$ cat config.mk
export PLATFORM = sky130hd
export DESIGN_NAME = dot_product_engine
export DESIGN_NICKNAME = d
export VERILOG_FILES = /design/src/rtl/dot_product_engine.sv
export SDC_FILE = /design/constraint.sdc
export NUM_CORES = 2
export LEC_CHECK = 0
export CAP_MARGIN = 20
export CORE_MARGIN = 4
export CORE_UTILIZATION = 62
export DETAILED_ROUTE_END_ITERATION = 7
export PLACE_DENSITY_LB_ADDON = 0.3
export SYNTH_ARGS = -nofsm -noshare
export SYNTH_HDL_FRONTEND = slang
export SYNTH_SLANG_ARGS = --single-unit
$ cat constraint.sdc
create_clock -name clk -period 11.1 [get_ports clk]
set_clock_uncertainty 0.15 [all_clocks]
set_input_delay 1.665 -clock clk [delete_from_list [all_inputs] [get_ports clk]]
set_output_delay 1.665 -clock clk [all_outputs]
set_load 0.005 [all_outputs]
$ cat src/rtl/dot_product_engine.sv
// Multi-cycle dot product of two N-element vectors, LANES multiply-accumulates per beat.
// Operands are captured on acceptance; the result is held on c until the output handshake.
`timescale 1ns/1ps
module dot_product_engine #(
  parameter int unsigned WIDTH = 16,
  parameter int unsigned N     = 8,
  parameter int unsigned LANES = 2,
  localparam int unsigned ACC_W = 2 * WIDTH + $clog2(N)
) (
  input  logic               clk,
  input  logic               rst,
  input  logic               in_valid,
  output logic               in_ready,
  input  logic               signed_mode,
  input  logic [WIDTH*N-1:0] a,
  input  logic [WIDTH*N-1:0] b,
  input  logic               abort,
  output logic [ACC_W-1:0]   c,
  output logic               out_valid,
  input  logic               out_ready,
  output logic               busy
);

  localparam int unsigned BEATS  = N / LANES;
  localparam int unsigned BEAT_W = (BEATS > 1) ? $clog2(BEATS) : 1;
  localparam int unsigned EXT_W  = ACC_W - WIDTH;

  typedef enum logic [1:0] {StIdle, StCalc, StOut} state_e;

  state_e               state_q, state_d;
  logic [WIDTH*N-1:0]   a_q, a_d, b_q, b_d;
  logic                 signed_q, signed_d;
  logic [ACC_W-1:0]     acc_q, acc_d;
  logic [BEAT_W-1:0]    beat_q, beat_d;
  logic [ACC_W-1:0]     c_q, c_d;
  logic                 out_valid_q, out_valid_d;

  logic [ACC_W-1:0]     prod [LANES];
  logic [ACC_W-1:0]     beat_sum;
  logic [ACC_W-1:0]     acc_next;

  // The operand registers shift down one beat per cycle, so each lane always
  // reads a fixed low slice instead of a beat-indexed one.
  for (genvar l = 0; l < LANES; l++) begin : g_lane
    logic [WIDTH-1:0] a_el, b_el;
    logic [ACC_W-1:0] a_ext, b_ext;

    assign a_el  = a_q[l*WIDTH +: WIDTH];
    assign b_el  = b_q[l*WIDTH +: WIDTH];
    assign a_ext = signed_q ? {{EXT_W{a_el[WIDTH-1]}}, a_el} : {{EXT_W{1'b0}}, a_el};
    assign b_ext = signed_q ? {{EXT_W{b_el[WIDTH-1]}}, b_el} : {{EXT_W{1'b0}}, b_el};
    assign prod[l] = a_ext * b_ext;
  end

  always_comb begin
    beat_sum = '0;
    for (int l = 0; l < LANES; l++) begin
      beat_sum = beat_sum + prod[l];
    end
    acc_next = acc_q + beat_sum;
  end

  always_comb begin
    state_d     = state_q;
    a_d         = a_q;
    b_d         = b_q;
    signed_d    = signed_q;
    acc_d       = acc_q;
    beat_d      = beat_q;
    c_d         = c_q;
    out_valid_d = out_valid_q;

    // Abort outranks acceptance, beat advance and handshake; c is left intact.
    if (abort) begin
      if (state_q != StIdle) begin
        state_d     = StIdle;
        out_valid_d = 1'b0;
      end
    end else begin
      unique case (state_q)
        StIdle: begin
          if (in_valid) begin
            a_d      = a;
            b_d      = b;
            signed_d = signed_mode;
            acc_d    = '0;
            beat_d   = '0;
            state_d  = StCalc;
          end
        end
        StCalc: begin
          acc_d  = acc_next;
          a_d    = a_q >> (LANES * WIDTH);
          b_d    = b_q >> (LANES * WIDTH);
          beat_d = beat_q + BEAT_W'(1);
          if (beat_q == BEAT_W'(BEATS - 1)) begin
            c_d         = acc_next;
            out_valid_d = 1'b1;
            state_d     = StOut;
          end
        end
        StOut: begin
          if (out_ready) begin
            out_valid_d = 1'b0;
            state_d     = StIdle;
          end
        end
        default: state_d = StIdle;
      endcase
    end
  end

  always_ff @(posedge clk) begin
    if (rst) begin
      state_q     <= StIdle;
      a_q         <= '0;
      b_q         <= '0;
      signed_q    <= 1'b0;
      acc_q       <= '0;
      beat_q      <= '0;
      c_q         <= '0;
      out_valid_q <= 1'b0;
    end else begin
      state_q     <= state_d;
      a_q         <= a_d;
      b_q         <= b_d;
      signed_q    <= signed_d;
      acc_q       <= acc_d;
      beat_q      <= beat_d;
      c_q         <= c_d;
      out_valid_q <= out_valid_d;
    end
  end

  assign in_ready  = (state_q == StIdle);
  assign busy      = (state_q != StIdle);
  assign c         = c_q;
  assign out_valid = out_valid_q;

endmodule

---- After elaboration in Yosys (flattened, before gate mapping) ----
Index checks and enable logic that the tools add are counted.
word-level totals
  word-level logic and storage cells ...... 54
  register bits ........................... 332
cells by class
  multiply operators ...................... 2
  equality and inequality tests ........... 8
  bitwise gates (word level) .............. 1
  muxes and demuxes ....................... 23
  add/sub/neg operators ................... 3
  reductions and logical operators ........ 9
operator list
  cell                 number
  $pmux 128 s2         2
  $mux 128             2
  $mux 35              5
  $add 35x35->35       2
  $mul 35x35->35       2
  $pmux 35 s2          1
  $mux 2               6
  $reduce_and 3->1     3
  $reduce_and 4->1     2
  $ne 3x3->1 const B   2
  $pmux 2 s3           1
  $eq 2x2->1 const B   2
  $mux 1               4
  $pmux 2 s2           1
  $reduce_bool 2->1    2
  $ne 3x2->1 const B   1
  $reduce_bool 3->1    1
  $add 2x1->2 const B  1
  $eq 2x1->1 const B   1
  $logic_not 2->1      1
  $ne 2x1->1 const B   1
  $ne 2x2->1 const B   1
  $pmux 1 s2           1
  $not 1->1            1

---- Longest topological paths before layout ----
  depth in word-level cells ............... 5
  gate-level depth with buffers ........... 34
  depth with buffers taken out ............ 31

---- Worst setup path after synthesis ----
Ideal clock, no wire load.
  kind .................................... reg2reg
  start ................................... reg signed_q
  end ..................................... reg c_q[27], in the netlist c[27]
  setup time .............................. 0.115 ns
  stages on the path, launching flop included .. 34
  data required time ...................... 10.835 ns
  slack ................................... 2.442 ns
  clock period less this slack ............ 8.658 ns
  buffers on the path ..................... 2
  data arrival time ....................... 8.393 ns
  cells stage by stage .................... dfxtp_1 > clkbuf_1 > and2_1 > clkbuf_1 > nand2_1 > inv_1 > fa_1 > inv_1 > fa_1 > inv_1 > fa_1 > inv_1 > fa_1 > inv_1 > fa_1 > inv_1 > fa_1 > inv_1 > fa_1 > fa_1 > fa_1 > inv_1 > fa_1 > inv_1 > ha_1 > nand3_1 > or4_1 > a211oi_2 > o31ai_1 > a21boi_1 > o21ai_0 > a21oi_1 > nor3b_1 > o21ba_2
between the ends
  word-level cells in the longest chain between the ends .. 4
RTL lines
  item                        line    RTL
  start: declaration          32      logic signed_q, signed_d;
  start signal: assignment    127     signed_q <= signed_d;
  $mux 35 (on tied branches)  50, 51
  $mul 35x35->35              52      assign prod[l] = a_ext * b_ext;
  $add 35x35->35 (*)          58      beat_sum = beat_sum + prod[l];
  $add 35x35->35 (*)          60      acc_next = acc_q + beat_sum;
  end signal: assignment      121     c_q <= '0;
  end signal: assignment      130     c_q <= c_d;
  end: declaration            35      logic [ACC_W-1:0] c_q, c_d;
Every way passes the cells marked *; elsewhere a longest branch is shown, timed or not.
A chain may end at the register's enable or synchronous reset.

---- Final worst setup path ----
  start ................................... reg a_q[31]
  end ..................................... reg acc_q[33]
between the ends
  word-level cells in the longest chain between the ends .. 5
RTL lines
  item                      line  RTL
  start: declaration        31    logic [WIDTH*N-1:0] a_q, a_d, b_q, b_d;
  start signal: assignment  116   a_q <= '0;
  start signal: assignment  125   a_q <= a_d;
  $mux 35                   50    assign a_ext = signed_q ? {{EXT_W{a_el[WIDTH-1]}}, a_el} : {{EXT_W{1'b0}}, a_el};
  $mul 35x35->35            52
  $add 35x35->35            58
  $add 35x35->35            60
  $pmux 35 s2               80    unique case (state_q)
  end signal: assignment    119   acc_q <= '0;
  end signal: assignment    128   acc_q <= acc_d;
  end: declaration          33    logic [ACC_W-1:0] acc_q, acc_d;
Every way passes these cells.

==> summary.txt <==
Outcome: completed
Maximum VDD drop: 123 uV
Final worst path period share: 0.868
DR iter-0 viols: 2277
Longest Clk Path Bufs: 3
# IOs: 300
Port bufs: 299
Std cell rows: 96
CP startpoint kind: flop
Area occupied by multi-input gates: 0.0317 mm^2
Die X: 272 um
Number of flops mapped to enable cells by yosys: 0
FF+latch count, synth: 332
Ratio of cells with drive above 1 in the final layout: 0.0257
Via count: 32400
Slew Viols, Final: 0
CTS root buf: clkbuf_16
Critical Path Sink Type: flop
DR pass1 iterations: 6
Leak: 23.3 nW
PwrDens: 98.5 mW/mm^2
Mapped cell area: 0.0434 mm^2
Top-area cell type share of the netlist area: 0.408
CP max FO: 23
WL per Instance: 20.9 um
Setup CP Type: reg2reg
Async SR Flop Fraction: 0
Area delta synth->final: 10.9%
WP data required: 11.38 ns
Area contributors post-synth: fa_1 (41%), dfxtp_1 (15%), inv_1 (9.5%)
Post-synthesis sequential area ratio: 0.153
Synth Flop Type: dfxtp_1
CP peak stage delay: 0.83 ns
Post-CTS setup buffers: 0
Min Clock Period, post-route: 9.64 ns
First-pass GRT wire length: 192 mm
Final setup viols: 0
Fmax: 104 MHz
CTS Buf Count: 30
Measured slew at the worst slew-check pin: 1.15 ns
Synth area leader: fa_1
Max-Cap Viols: 0
H-tree levels: 1
Worst Hold Class: reg2reg
DP HPWL: 102 mm
Largest net degree at the start of global routing: 228
Height of the die: 272 um
FF+latch area: 0.00665 mm^2
CP max-delay cell: dfxtp_1
Final GP Congestion: 1.01
Clock-pin transition on the worst setup and hold timing paths: 0.08 ns
Relative slew slack: 0.230
RSZ-0062 raised after global routing: false
Crit path arrival time: 9.91 ns
CTS Sinks: 332
CTS tree: yes
Syn_nets: 6216
Via/cell ratio: 5.52
DRC errors left: 0
Core Area: 0.0689 mm^2
Synth Warn #: 0
Clk_lat worst skew: 0.57 ns
Gr usage total: 0.337
Grt ovf: 0
Initial antenna violation count: 13
Antenna Violating Nets Remaining: 0
Routed WL: 123 mm
Avg Inst Size Synth: 9.05 um^2
Gate Count Post-Synth: 4790
Synth cell types: 60
Setup TNS: 0 ns
Vias in the first global route: 34500
Final Hold Fails: 0
Most frequent CP cell: fa_1
Finished Layout Cells: 5881
Die outline area: 0.0742 mm^2
Post-CTS sizing: 0
Post-Place Cells: 5814
Nets: 6342
# hold bufs at CTS: 0
Fillers: 5399
Initial Util: 0.629
[cell type report]
| cell class | instances | share of cell area |
|---|---|---|
| clock buffer | 41 | 0.0182 |
| tap | 931 | 0.0242 |
| timing repair buffer | 352 | 0.0718 |
| multi-input combinational | 3108 | 0.659 |
| inverter | 1092 | 0.0852 |
| antenna | 10 | 0.000520 |
| sequential | 332 | 0.138 |
| clock inverter | 15 | 0.00312 |
[cell families (layout without fill, tap and decap cells)]
kind of cell               count (synthesis)  in the layout  synth area share
and+or+nand+nor                         1423           1423             0.145
buffers and inverters                   1350           1500             0.117
adders and majority gates               1164           1164             0.489
xor gates and xnor gates                  96             96            0.0200
AOI/OAI and AO/OA                        423            423            0.0757
muxes                                      2              2          0.000462
other                                      0             10                 0
DFF                                      332            332             0.153
[worst max-delay path: cells and delay by family, from the launching register on]
family                     cells  cell delay (ns)
AOI/OAI and AO/OA              5             1.27
xor gates and xnor gates       1             0.14
DFF                            1             0.83
and+or+nand+nor                5             1.12
adders and majority gates     11             5.48
buffers and inverters          7             0.49
[sequential cells by signal (all words and copies together), names as in the netlist]
register and flops:
a_q 128, acc_q 35, b_q 128, beat_q 2, c 35, out_valid 1
signed_q 1, state_q 2
[report_power, final]
group          switching, mW  internal [mW]  total, mW
clock network          0.484          0.603       1.09
registers              0.120           1.26       1.38
logic                   1.37          0.893       2.27
total                   1.98           2.76       4.74
[metrics by stage]
stage	hold slack (ns)	setup WS [ns]	cell area, um^2	total power, mW	util
6_report	0.305	1.46	48100	4.74	0.698
5_1_grt	0.328	0.927	48100	5.07	0.698
4_1_cts	0.305	1.48	48000	4.72	0.697
3_5_place_dp	0.296	1.53	47000	3.61	0.682
3_3_place_gp	0.291	1.59	47000	3.59	0.682
2_1_floorplan	0.299	2.44	43400	2.84	-
[cells in the final DEF, fill, tap and decap left out, drive strengths merged, types with 19 or more instances in the layout]
cell type         n
nand2           728
dfxtp           332
and3             33
buf              54
fa              883
inv            1095
xor2             19
ha              281
and2            290
clkbuf           41
a22oi            94
nor2            320
a21oi            59
a311oi          193
xnor2            75
o21ai            19
clkdlybuf4s50   298
[Yosys cell counts (all sizes together), types with 3 or more instances]
| cell | instances |
|---|---|
| or3 | 3 |
| o21ai | 19 |
| buf | 4 |
| inv | 1092 |
| fa | 883 |
| nor2b | 7 |
| xor2 | 19 |
| o21ba | 3 |
| and3 | 33 |
| nor2 | 320 |
| a211oi | 3 |
| o31ai | 4 |
| a311oi | 193 |
| xnor2 | 75 |
| nand2b | 9 |
| nand3b | 4 |
| a21o | 18 |
| nand4 | 3 |
| o32ai | 3 |
| clkbuf | 254 |
| nor3 | 10 |
| nand2 | 728 |
| o21a | 5 |
| a22oi | 94 |
| a221oi | 3 |
| and2 | 290 |
| ha | 281 |
| dfxtp | 332 |
| nand3 | 9 |
| a21oi | 59 |
[worst paths after layout]
| check | from | to | slack (ns) | cells past startpoint |
|---|---|---|---|---|
| max reg2reg | a_q[31]$_SDFFE_PP0P_ | acc_q[33]$_SDFFE_PP0P_ | 1.46 | 29 |
| min reg2reg | c[21]$_SDFFE_PP0P_ | c[21]$_SDFFE_PP0P_ | 0.31 | 2 |
| max | a_q[31]$_SDFFE_PP0P_ | acc_q[33]$_SDFFE_PP0P_ | 1.46 | 29 |
| min | c[21]$_SDFFE_PP0P_ | c[21]$_SDFFE_PP0P_ | 0.31 | 2 |
[routing by layer]
layer | share of wire | GRT usage | up-vias
li1 | - | - | 14700
met1 | 0.38 | 0.435 | 16200
met2 | 0.46 | 0.529 | 1324
met3 | 0.11 | 0.112 | 287
met4 | 0.046 | 0.139 | 6
met5 | 0.00043 | 0 | -
(Power assumes the default switching activity.)
